## src/rtl/fifo_pkg.sv

```systemverilog
// Shared sizing helpers for the FIFO read-side stream adapter.
// Buffer depth and counter/pointer widths are all derived from the read latency.
package fifo_pkg;

  function automatic int buf_depth(input int rd_latency);
    return 2 + rd_latency;
  endfunction

  // Bits needed to hold a count in 0..max_count.
  function automatic int cnt_width(input int max_count);
    return $clog2(max_count + 1);
  endfunction

  function automatic int ptr_width(input int depth);
    return (depth > 1) ? $clog2(depth) : 1;
  endfunction

endpackage

```

## src/rtl/stream_skid_buf.sv

```systemverilog
// Small FIFO-ordered skid buffer: storage, wrapping pointers and occupancy counter.
// The oldest entry is presented combinationally on rd_data whenever valid is high.
module stream_skid_buf
  import fifo_pkg::*;
#(
  parameter  int DATA_W = 64,
  parameter  int DEPTH  = 3,
  localparam int CNT_W  = cnt_width(DEPTH),
  localparam int PTR_W  = ptr_width(DEPTH)
) (
  input  logic              clk,
  input  logic              rst_n,
  input  logic              wr_en,
  input  logic [DATA_W-1:0] wr_data,
  input  logic              pop,
  output logic [DATA_W-1:0] rd_data,
  output logic              valid,
  output logic [CNT_W-1:0]  level
);

  logic [DATA_W-1:0] mem [DEPTH];
  logic [PTR_W-1:0]  wr_ptr;
  logic [PTR_W-1:0]  rd_ptr;

  // Depth is not a power of two for RD_LATENCY=1, so wrap explicitly.
  function automatic logic [PTR_W-1:0] next_ptr(input logic [PTR_W-1:0] p);
    return (p == PTR_W'(DEPTH - 1)) ? '0 : p + PTR_W'(1);
  endfunction

  // NOTE: storage has no reset; level gates valid, so stale contents are never observed.
  always_ff @(posedge clk) begin
    if (wr_en) mem[wr_ptr] <= wr_data;
  end

  // NOTE: all sequential state uses non-blocking assignment so every flop samples pre-edge values.
  always_ff @(posedge clk or negedge rst_n) begin
    if (!rst_n) begin
      wr_ptr <= '0;
      rd_ptr <= '0;
      level  <= '0;
    end else begin
      if (wr_en) wr_ptr <= next_ptr(wr_ptr);
      if (pop)   rd_ptr <= next_ptr(rd_ptr);
      unique case ({wr_en, pop})
        2'b10:   level <= level + CNT_W'(1);
        2'b01:   level <= level - CNT_W'(1);
        default: level <= level;
      endcase
    end
  end

  assign valid   = (level != '0);
  assign rd_data = mem[rd_ptr];

endmodule

```

## src/rtl/fifo_rd_stream.sv

```systemverilog
// Converts a FIFO pop interface (empty/rd_req/rd_data) into a valid/ready stream.
// Reads are issued only while the skid buffer can absorb every in-flight word.
module fifo_rd_stream
  import fifo_pkg::*;
#(
  parameter int DATA_W     = 64,
  parameter int RD_LATENCY = 1
) (
  input  logic              clk,
  input  logic              rst_n,
  input  logic              fifo_empty_i,
  output logic              fifo_rd_req_o,
  input  logic [DATA_W-1:0] fifo_rd_data_i,
  output logic              m_valid_o,
  input  logic              m_ready_i,
  output logic [DATA_W-1:0] m_data_o,
  output logic [1:0]        level_o
);

  localparam int BUF_DEPTH = buf_depth(RD_LATENCY);
  localparam int CNT_W     = cnt_width(BUF_DEPTH);

  logic [CNT_W-1:0] level;
  logic [CNT_W:0]   occupancy;
  logic             inflight;
  logic             capture;
  logic             armed;
  logic             rd_req;
  logic             pop;

  // Holds off requests for the first cycle after reset release.
  always_ff @(posedge clk or negedge rst_n) begin
    if (!rst_n) armed <= 1'b0;
    else        armed <= 1'b1;
  end

  // Only registered state feeds the request, so m_ready_i never reaches fifo_rd_req_o.
  assign occupancy     = {1'b0, level} + {{CNT_W{1'b0}}, inflight};
  assign rd_req        = armed && !fifo_empty_i && (occupancy < (CNT_W + 1)'(BUF_DEPTH));
  assign pop           = m_valid_o && m_ready_i;
  assign fifo_rd_req_o = rd_req;
  assign level_o       = level;

  if (RD_LATENCY == 1) begin : g_lat1
    always_ff @(posedge clk or negedge rst_n) begin
      if (!rst_n) inflight <= 1'b0;
      else        inflight <= rd_req;
    end
    assign capture = inflight;
  end else if (RD_LATENCY == 0) begin : g_lat0
    assign inflight = 1'b0;
    assign capture  = rd_req;
  end else begin : g_bad_latency
    $error("fifo_rd_stream: RD_LATENCY must be 0 or 1");
  end

  stream_skid_buf #(
    .DATA_W (DATA_W),
    .DEPTH  (BUF_DEPTH)
  ) u_skid_buf (
    .clk     (clk),
    .rst_n   (rst_n),
    .wr_en   (capture),
    .wr_data (fifo_rd_data_i),
    .pop     (pop),
    .rd_data (m_data_o),
    .valid   (m_valid_o),
    .level   (level)
  );

  a_level_bound: assert property (@(posedge clk) disable iff (!rst_n)
    level <= CNT_W'(BUF_DEPTH));
  a_no_capture_when_full: assert property (@(posedge clk) disable iff (!rst_n)
    !(capture && level == CNT_W'(BUF_DEPTH)));
  a_no_req_when_empty: assert property (@(posedge clk) disable iff (!rst_n)
    rd_req |-> !fifo_empty_i);
  a_hold_under_backpressure: assert property (@(posedge clk) disable iff (!rst_n)
    (m_valid_o && !m_ready_i) |=> (m_valid_o && $stable(m_data_o)));

endmodule

```

## config.mk

```make
export PLATFORM = sky130hd
export DESIGN_NAME = fifo_rd_stream
export DESIGN_NICKNAME = d
export VERILOG_FILES = /design/src/rtl/fifo_pkg.sv /design/src/rtl/stream_skid_buf.sv /design/src/rtl/fifo_rd_stream.sv
export SDC_FILE = /design/constraint.sdc
export NUM_CORES = 1
export LEC_CHECK = 0
export BUFFER_PORTS_ARGS = -buffer_cell sky130_fd_sc_hd__buf_2
export CAP_MARGIN = 25
export CORE_AREA = 5 5 144 146
export CTS_CLUSTER_DIAMETER = 80
export DETAILED_ROUTE_END_ITERATION = 8
export DIE_AREA = 0 0 149 151
export PLACE_DENSITY = 0.61
export SYNTH_ARGS = -nofsm -noshare
export SYNTH_HDL_FRONTEND = slang
export SYNTH_SLANG_ARGS = --single-unit
export TNS_END_PERCENT = 5
```

## constraint.sdc

```tcl
create_clock -name clk -period 6.28 [get_ports clk]
set_input_delay 1.256 -clock clk [delete_from_list [all_inputs] [get_ports clk]]
set_output_delay 1.256 -clock clk [all_outputs]
set_load 0.02 [all_outputs]
```

After elaboration in Yosys (flattened, before gate mapping)
Memory sizes are Yosys's and may differ from the RTL's. Cells that the tools add are included.

Add/subtract/negate cells: 5. Multiply operators: 0. Div/mod/pow operators: 0. Order comparisons: 1. Eq/ne operators: 4. Shift-type cells: 0. Muxes and demuxes: 5. Bitwise operators: 0. Reduce and logical (&&, ||, !) cells: 6.

Operators by type and width (number): $add A2 B1 Y2 const B (3); $eq A2 B2 Y1 const B (3); $mux W2 (2); $pmux W2 S2 (1); $reduce_bool A2 Y1 (2); $add A2 B1 Y3 (1); $logic_and A1 B1 Y1 (3); $lt A3 B2 Y1 const B (1); $eq A2 B1 Y1 const B (1); $mux W1 (2); $sub A2 B1 Y2 const B (1); $logic_not A1 Y1 (1).

Bits in registers: 8. Bits in latches: 0. RAM bits: 192. Bits in read-only memories: 0. Output and inout bits: 68. Memories: 1.

Memory list: u_skid_buf.mem (depth 3, width 64, rd ports 1, clocked after Yosys merged registers in 0, write ports 1, line stream_skid_buf.sv:21) `logic [DATA_W-1:0] mem [DEPTH];`.

Logic depth before layout (Yosys ltp)
Gate-level depths: netlist of the first run.

Depth in word-level cells: 4. Depth in mapped cells: 6. Depth with buffers taken out: 6.

Modules after synthesis
Synthesis of the first run repeated with hierarchy kept, for this count alone.

Cells, all modules: 437. Area, all modules: 7490.9 um2.

By module, submodules not included: stream_skid_buf (times used 1, cells each 429, area an instance 7387.1 um2, sequential area each 5915.7 um2); fifo_rd_stream (times used 1, cells each 8, area an instance 103.8 um2, sequential area each 50.0 um2).

Least setup slack after synthesis of the first run
OpenSTA, ideal clock, no wires.

Kind: register to register. From: register inflight, in the netlist capture. To: memory u_skid_buf.mem[2][0], enable pin. Setup time: 578 ps. Data arrival time: 5112 ps. Data required time: 5702 ps. Slack: 590 ps. Stages on the path, launching flop included: 3. Cell sequence: dfrtp_1 -> inv_1 -> nor3b_1.

Word-level cells in the longest chain between the ends: 2.

Ends and longest elaborated chain: from (decl) (line fifo_rd_stream.sv:25) `logic inflight;`; from (signal assigned) (line fifo_rd_stream.sv:47) `else inflight <= rd_req;`; $mux W1 (line stream_skid_buf.sv:32) `if (wr_en) mem[wr_ptr] <= wr_data;`; $mux W1 (implied by the code) (line stream_skid_buf.sv:32); to (decl) (line stream_skid_buf.sv:21).

No other way between the ends.

Final worst setup path of the first run
From: register u_skid_buf.rd_ptr[0]. To: output m_data_o[9].

Word-level cells in the longest chain between the ends: 1.

Ends and longest elaborated chain: from (decl) (line stream_skid_buf.sv:23) `logic [PTR_W-1:0] rd_ptr;`; from (signal assigned) (line stream_skid_buf.sv:43) `if (pop) rd_ptr <= next_ptr(rd_ptr);`; $mem_v2 Z3 W64; to (decl) (line fifo_rd_stream.sv:16) `output logic [DATA_W-1:0] m_data_o,`.

No other way between the ends.

==> results of run 1 <==
## power breakdown
group	switching, mW	leakage [nW]	total, mW	internal [mW]
sequential	0.131	1.84	1.78	1.65
clock	0.472	0.289	1.11	0.636
combinational	0.848	1.15	1.29	0.438
total	1.45	3.27	4.17	2.72
## state kept, by name (all words and copies together) (netlist names)
| signal | cells |
|---|---|
| capture | 1 |
| armed | 1 |
| u_skid_buf.level | 2 |
| u_skid_buf.mem | 192 |
| u_skid_buf.wr_ptr | 2 |
| u_skid_buf.rd_ptr | 2 |
## final cells by class
class	instances	area (um2)
Inverter	3	11.3
Clock inverter	12	168
Sequential cell	200	5970
Clock buffer	20	437
Multi-Input combinational cell	214	1370
Fill cell	1708	10300
Timing Repair Buffer	141	721
Tap cell	265	332
## worst register-to-register path: stages, from the launching register on
cell and delay, ns:
dfrtp_1 0.44, nor3_2 0.19, buf_4 0.77
## metrics by stage
step	area [um2]	power, mW	worst slack [ns]	hold WS, ns
after floorplan	7510	2.75	0.590	0.488
after global placement	8410	3.12	2.86	0.493
after detailed placement	8410	3.14	2.89	0.513
after CTS	9010	4.25	2.42	0.526
after global routing	9010	4.41	2.32	0.559
final	9010	4.17	2.56	0.514
## worst paths after layout
| check | end | from | cells past startpoint |
|---|---|---|---|
| worst max-delay path | m_data_o[9] | u_skid_buf.rd_ptr[0]$_DFFE_PN0P_ | 4 |
| worst min-delay path | capture$_DFF_PN0_ | armed$_DFF_PN0_ | 2 |
| worst max register to register | u_skid_buf.mem[0][23]$_DFFE_PP_ | u_skid_buf.wr_ptr[1]$_DFFE_PN0P_ | 2 |
| worst min register to register | capture$_DFF_PN0_ | armed$_DFF_PN0_ | 2 |
| max in group asynchronous | u_skid_buf.rd_ptr[1]$_DFFE_PN0P_ | rst_n | 1 |
| min in group asynchronous | armed$_DFF_PN0_ | rst_n | 1 |
## routing by layer
metal | vias to the layer above | GRT usage | wire length (um) | part of all wire
met5 | - | 0 | 11 | 0.00081
met4 | 2 | 0.0476 | 165 | 0.012
met3 | 17 | 0.0329 | 643 | 0.047
met2 | 87 | 0.205 | 6740 | 0.50
met1 | 1918 | 0.157 | 6010 | 0.44
li1 | 1929 | - | - | -
## kinds of logic after synthesis
family / count (synthesis) / synth area share
adders and majority gates: 3 / 0.00500
and+or+nand+nor: 73 / 0.0376
DFF: 200 / 0.794
muxes: 64 / 0.0853
other: 1 / 0.000499
AOI/OAI and AO/OA: 70 / 0.0481
buffers and inverters: 25 / 0.0257
xor gates and xnor gates: 3 / 0.00350
## cells in the final DEF, fill, tap and decap left out, drive strengths merged
cell / synthesis / final
clkbuf: 5 / 20
nor2: 2 / 2
nand2: 67 / 67
nor3b: 1 / 1
or2: 1 / 1
bufinv: 0 / 3
clkinvlp: 0 / 2
a2111oi: 1 / 1
buf: 17 / 141
dfrtp: 8 / 8
nor3: 2 / 2
conb: 1 / 1
mux2i: 64 / 64
inv: 3 / 7
clkinv: 0 / 3
a21o: 3 / 3
xor2: 1 / 1
edfxtp: 192 / 192
o21ai: 66 / 66
ha: 3 / 3
xnor2: 2 / 2
==> impl_metrics.yaml, run 1 <==
setup_path:
  r2r_slack_ns: 4.47
  required_ns: 5.02
  cp-start-kind: "flip-flop"
  worstPathArrival_ns: 2.47
  critPathCaptureType: "primary output"
  crit_chain: "buf_4, mux2i_1, o21ai_0, buf_2"
  worst-path-buf-inv: 2
  worstSetupPathType: "reg2out"
  cp_slowest_stage_delay_ns: 0.75
  path_delay_family: "buffers and inverters"
  cp_slowest_cell: "dfrtp_4"
  cp_max_fo: 38
die:
  start_util: 0.390
  ios: 136
  rows: 51
  core-area_um2: 19300
  die_area_um2: 22500
  die_y_um: 151
  die_w_um: 149
clock_tree:
  cts.htree.levels: 4
  numCtsBuffers: 17
  clk_path_buf_depth: 2
  cts_hold_buffers: 0
  cts_setup_buffers: 0
  cts_root_buf: "clkbuf_16"
  clk_latency_ns: 0.42
  cts_tree: "done"
  cts.repair.resized: 0
  cts.sinks: 200
  clk_pin_slew_ns: 0.07
outcome:
  status: "complete, no violations"
routing:
  detail-route-antenna-nets: 0
  drt_wl_total_um: 13600
  avgRoutedWirePerCell_um: 15.9
  drc: 0
  first_pass_iters: 4
  via_count: 3953
  viasPerCell: 4.62
  drt_iter0_drc: 148
synth:
  synth_top_area_cell: "edfxtp_1"
  synth_edf_count: 192
  synth.distinct_cells: 22
  synth_ff_type: "edfxtp_1"
  ys_ff_latch: 200
  synth_nets: 510
  synth_commonest_cells: "192 x edfxtp_1, 67 x nand2_1, 64 x mux2i_1"
  synth_cells: 439
  yosysWarnings: 0
  yosysMostFrequentCell: "edfxtp_1"
  synth_top_area_share: 0.768
  async_reset_ff_frac: 0.0400
  ys_seq_area_frac: 0.794
  syn_avg_cell_area_um2: 17.1
  synth_area_leaders: "edfxtp_1 77%, mux2i_1 8.5%, nand2_1 3.3%"
  syn-cell-area_um2: 7510
finish:
  area_growth_pct: 20.0
  antenna_cells: 0
  layoutNonFillerInstCount: 855
  drive_gt1_frac: 0.298
  final_util: 0.468
  layout.nets: 648
timing:
  period_minus_slack_ns: 3.72
  setup_violations: 0
  fmax_mhz: 269
  final_hold_viol_count: 0
  finalMaxSlewViolations: 0
  tightest_slew_ns: 0.971
  fin_worst_skew_ns: 0.00671
  rsz0062_at_grt: "false"
  finalSetupTns_ns: 0
  max_slew_margin: 0.353
  final.period_utilization: 0.593
power_and_ir_drop:
  power.density_nw_per_um2: 463
  p_leak_nw: 3.27
  irDropWorstVdd_v: 0.000192
place:
  io_buffers: 135
  place_inst: 823
  dp_hpwl_um: 8140
  gp_congestion: 0.692
grt:
  grt_pass1_vias: 4071
  grt_pass1_wl_um: 21200
  grt_max_degree: 91
  grt_usage: 0.124
  grt-ovfl-total: 0
  antenna_found_initial: 1
job:
  drv_cap: 0
hold_path:
  hp-class: "reg2reg"
Note: power is estimated with default switching activity, not from simulation.
==> inputs of run 2 (changes only) <==
==> constraint.sdc (replaced) <==
create_clock -name clk -period 3.77 [get_ports clk]
set_input_delay 0.754 -clock clk [delete_from_list [all_inputs] [get_ports clk]]
set_output_delay 0.754 -clock clk [all_outputs]
set_load 0.02 [all_outputs]
==> impl_metrics.yaml, run 2 (synthesis gave the netlist of run 1 again) <==
outcome:
  status: "complete, no violations"
clock_tree:
  cts.htree.levels: 4
  clk_pin_slew_ns: 0.07
  cts_setup_buffers: 0
  clk_latency_ns: 0.41
  clk_path_buf_depth: 2
  cts_tree: "done"
  cts_hold_buffers: 0
  numCtsBuffers: 17
  cts.sinks: 200
  cts_root_buf: "clkbuf_16"
  cts.repair.resized: 0
place:
  dp_hpwl_um: 8680
  gp_congestion: 0.753
  place_area_um2: 8450
  io_buffers: 135
  place_inst: 825
setup_path:
  worstSetupPathType: "reg2out"
  worstPathArrival_ns: 2.14
  cp-start-kind: "flip-flop"
  cp_max_fo: 64
  critPathCaptureType: "primary output"
  required_ns: 3.02
routing:
  drt_wl_total_um: 14100
  via_count: 3970
  drt_iter0_drc: 157
  avgRoutedWirePerCell_um: 16.4
  detail-route-antenna-nets: 0
  drc: 0
  first_pass_iters: 4
  viasPerCell: 4.63
power_and_ir_drop:
  total_power_mw: 6.89
  p_leak_nw: 3.29
  irDropWorstVdd_v: 0.000359
  power.density_nw_per_um2: 764
timing:
  setup_violations: 0
  max_slew_margin: 0.354
  rsz0062_at_grt: "false"
  finalMaxSlewViolations: 0
  final_hold_viol_count: 0
  final.period_utilization: 0.768
  tightest_slew_ns: 0.970
  fmax_mhz: 345
  period_minus_slack_ns: 2.89
  finalSetupTns_ns: 0
  fin_worst_skew_ns: 0.0111
finish:
  largest_reg_flops: 192
  final_util: 0.469
  layout.nets: 651
  drive_gt1_frac: 0.301
  layoutNonFillerInstCount: 857
  final_common_cell: "edfxtp_1"
  layout_common_cells: "192 x edfxtp_1, 135 x buf_2, 67 x nand2_1"
  fin_area_um2: 9030
  area_growth_pct: 20.2
  antenna_cells: 0
  fill_cells: 1723
  largest_register: "u_skid_buf.mem"
die:
  ios: 136
  start_util: 0.390
  rows: 51
  core-area_um2: 19300
  die_area_um2: 22500
  die_w_um: 149
  die_y_um: 151
grt:
  grt_usage: 0.127
  antenna_found_initial: 1
  grt_pass1_wl_um: 22000
  grt-ovfl-total: 0
  grt_pass1_vias: 4201
  grt_max_degree: 65
hold_path:
  hp-class: "in2async"
job:
  drv_cap: 0
==> run 2: path summary, 6_finish.rpt <==
check,endpoint,start,cells after the start,slack (ns)
worst max-delay path,m_data_o[28],u_skid_buf.rd_ptr[1]$_DFFE_PN0P_,4,0.88
worst min-delay path,u_skid_buf.level[0]$_DFFE_PN0P_,rst_n,1,0.17
worst max register to register,u_skid_buf.mem[2][35]$_DFFE_PP_,capture$_DFF_PN0_,3,1.88
worst min register to register,capture$_DFF_PN0_,armed$_DFF_PN0_,2,0.52
max in group asynchronous,u_skid_buf.rd_ptr[0]$_DFFE_PN0P_,rst_n,1,3.41
min in group clk,capture$_DFF_PN0_,fifo_empty_i,2,0.52
==> run 2: area by class of cell <==
| type | count | area [um2] | area share |
|---|---|---|---|
| multi-input combinational | 214 | 1380 | 0.152 |
| timing repair buffer | 144 | 781 | 0.0865 |
| clock buffer | 18 | 429 | 0.0475 |
| tap | 265 | 332 | 0.0367 |
| clock inverter | 13 | 128 | 0.0141 |
| sequential | 200 | 5970 | 0.661 |
| inverter | 3 | 11.3 | 0.00125 |
==> run 2: critical path, cell delays in order, from the launching register on <==
cell and delay, ns:
dfrtp_4 0.85, buf_4 0.42, nand2_1 0.08, o21ai_1 0.14
buf_2 0.21
==> run 2: power by group <==
| part | internal, mW | leakage (nW) | switching [mW] |
|---|---|---|---|
| registers | 2.74 | 1.84 | 0.240 |
| clock network | 0.971 | 0.279 | 0.756 |
| logic | 0.766 | 1.18 | 1.42 |
==> run 2: stage by stage <==
stage | setup WS, ns | hold WS (ns)
after floorplan | -1.66 | 0.458
after global placement | 1.27 | 0.496
after detailed placement | 1.25 | 0.510
after CTS | 0.787 | 0.150
after global routing | 0.651 | 0.162
final | 0.875 | 0.170
==> run 2: routing by layer <==
| layer | global-route usage | vias up | share of wire | wire length [um] |
|---|---|---|---|---|
| met5 | 0 | - | 0.00092 | 13 |
| met4 | 0.0384 | 2 | 0.011 | 159 |
| met3 | 0.0398 | 15 | 0.045 | 630 |
| met2 | 0.207 | 80 | 0.49 | 6950 |
| met1 | 0.165 | 1942 | 0.45 | 6310 |
| li1 | - | 1931 | - | - |
==> inputs of run 3 (changes only) <==
--- a/config.mk
+++ b/config.mk
@@ -11,7 +11,7 @@
 export CTS_CLUSTER_DIAMETER = 80
 export DETAILED_ROUTE_END_ITERATION = 8
 export DIE_AREA = 0 0 149 151
-export PLACE_DENSITY = 0.61
+export PLACE_DENSITY = 0.64
 export SYNTH_ARGS = -nofsm -noshare
 export SYNTH_HDL_FRONTEND = slang
 export SYNTH_SLANG_ARGS = --single-unit
==> constraint.sdc (replaced) <==
create_clock -name clk -period 2.33 [get_ports clk]
set_input_delay 0.466 -clock clk [delete_from_list [all_inputs] [get_ports clk]]
set_output_delay 0.466 -clock clk [all_outputs]
set_load 0.02 [all_outputs]
==> impl_metrics.yaml, run 3 (synthesis gave the netlist of run 1 again) <==
outcome:
  status: "complete, no violations"
timing:
  final_hold_viol_count: 0
  finalSetupTns_ns: 0
  fmax_mhz: 448
  setup_violations: 0
  tightest_slew_ns: 0.547
  fin_worst_skew_ns: 0.00706
  period_minus_slack_ns: 2.23
  final.period_utilization: 0.958
  finalMaxSlewViolations: 0
  max_slew_margin: 0.636
  hold_slack_ns: 0.232
  rsz0062_at_grt: "false"
routing:
  drt_wl_total_um: 14300
  drt_iter0_drc: 204
  detail-route-antenna-nets: 0
  drc: 0
  avgRoutedWirePerCell_um: 16.6
  via_count: 4042
  viasPerCell: 4.68
  first_pass_iters: 4
grt:
  grt-ovfl-total: 0
  grt_pass1_vias: 4287
  antenna_found_initial: 1
  grt_max_degree: 38
  grt_usage: 0.128
  grt_pass1_wl_um: 22200
die:
  ios: 136
  die_w_um: 149
  core-area_um2: 19300
  start_util: 0.390
  rows: 51
  die_y_um: 151
  die_area_um2: 22500
finish:
  drive_gt1_frac: 0.316
  fill_cells: 1678
  area_growth_pct: 22.5
  layoutNonFillerInstCount: 864
  layout_common_cells: "192 x edfxtp_1, 134 x buf_2, 67 x nand2_1"
  final_common_cell: "edfxtp_1"
  fin_area_um2: 9200
  largest_reg_flops: 192
  layout.nets: 657
  largest_register: "u_skid_buf.mem"
  antenna_cells: 0
clock_tree:
  clk_path_buf_depth: 2
  cts.htree.levels: 4
  clk_latency_ns: 0.42
  numCtsBuffers: 17
  cts.sinks: 200
  clk_pin_slew_ns: 0.07
  cts_tree: "done"
  cts_root_buf: "clkbuf_16"
power_and_ir_drop:
  p_sw_mw: 4.05
  combPwrFrac: 0.343
  irDropWorstVdd_v: 0.000656
  power.internal_mw: 7.55
  power.density_nw_per_um2: 1260
  p_leak_nw: 3.33
  switching_share: 0.349
  total_power_mw: 11.6
  clock_power_share: 0.255
  pwr-share-seq: 0.402
setup_path:
  worstPathArrival_ns: 1.77
  required_ns: 1.86
  worstSetupPathType: "reg2out"
  cp_max_fo: 37
  cp-start-kind: "flip-flop"
  r2r-start: "u_skid_buf.level[0]$_DFFE_PN0P_"
  worstRegToRegCells: 6
  r2r_slack_ns: 0.54
  timing.rr.end: "u_skid_buf.level[1]$_DFFE_PN0P_"
  critPathCaptureType: "primary output"
place:
  gp_congestion: 0.718
  place_inst: 828
  dp_hpwl_um: 8810
  io_buffers: 135
  place_area_um2: 8510
hold_path:
  hp-class: "in2reg"
  min_from: "fifo_empty_i"
  holdPathStages: 2
  hold_end: "capture$_DFF_PN0_"
job:
  drv_cap: 0
==> run 3: power by group through the flow <==
stage / Sequential [mW] / Clock (mW) / Combinational, mW
6_report: 4.67 / 2.96 / 3.97
3_5_place_dp: 4.83 / 0 / 3.78
5_1_grt: 4.70 / 3.19 / 4.33
3_3_place_gp: 4.80 / 0 / 3.74
2_1_floorplan: 4.66 / 0 / 2.73
4_1_cts: 4.71 / 3.04 / 3.98
==> run 3: worst max-delay path by stage <==
stage                                     startpoint                        endpoint  slack [ns]  cells past startpoint
CTS                 u_skid_buf.rd_ptr[1]$_DFFE_PN0P_                    m_data_o[56]        0.01                      3
global placement     u_skid_buf.level[0]$_DFFE_PN0P_                   fifo_rd_req_o        0.26                      4
detailed placement   u_skid_buf.level[0]$_DFFE_PN0P_                   fifo_rd_req_o        0.20                      4
global route        u_skid_buf.rd_ptr[0]$_DFFE_PN0P_                     m_data_o[1]        0.01                      4
floorplan                          capture$_DFF_PN0_  u_skid_buf.mem[2][0]$_DFFE_PP_       -0.22                      2
finish              u_skid_buf.rd_ptr[0]$_DFFE_PN0P_                     m_data_o[1]         0.1                      4
==> run 3: repair_timing <==
| item | in CTS | in global routing |
|---|---|---|
| setup buffers | 2 | 1 |
| setup endpoints to repair | 40 | 6 |
| cloned | 0 | 0 |
| pin swaps | 1 | 0 |
| gates resized for setup | 5 | 2 |
| endpoints found under the hold margin | 8 | 0 |
| hold buffers | 1 | 0 |
==> run 3: through the flow <==
step,utilization,setup slack [ns]
floorplan,-,-0.219
CTS,0.476,0.0140
global placement,0.442,0.261
finish,0.477,0.0989
detailed placement,0.442,0.196
global route,0.477,0.0141
==> run 3: cell type report <==
cell class	instances	area, um2	area share
timing repair buffer	150	863	0.0939
multi-input combinational	214	1420	0.154
clock inverter	14	170	0.0185
inverter	3	11.3	0.00122
tap	265	332	0.0360
sequential	200	5980	0.650
clock buffer	18	429	0.0467
==> run 3: critical path: stages, from the launching register on <==
cell and delay (ns):
dfrtp_4 0.51, buf_12 0.20, mux2i_1 0.15, o21ai_0 0.22, buf_2 0.22
==> run 3: metal layers <==
metal,up-vias,part of all wire,track usage
li1,1952,-,-
met1,1979,0.43,0.159
met2,97,0.50,0.218
met3,12,0.051,0.0359
met4,2,0.012,0.0439
met5,-,0.00077,0
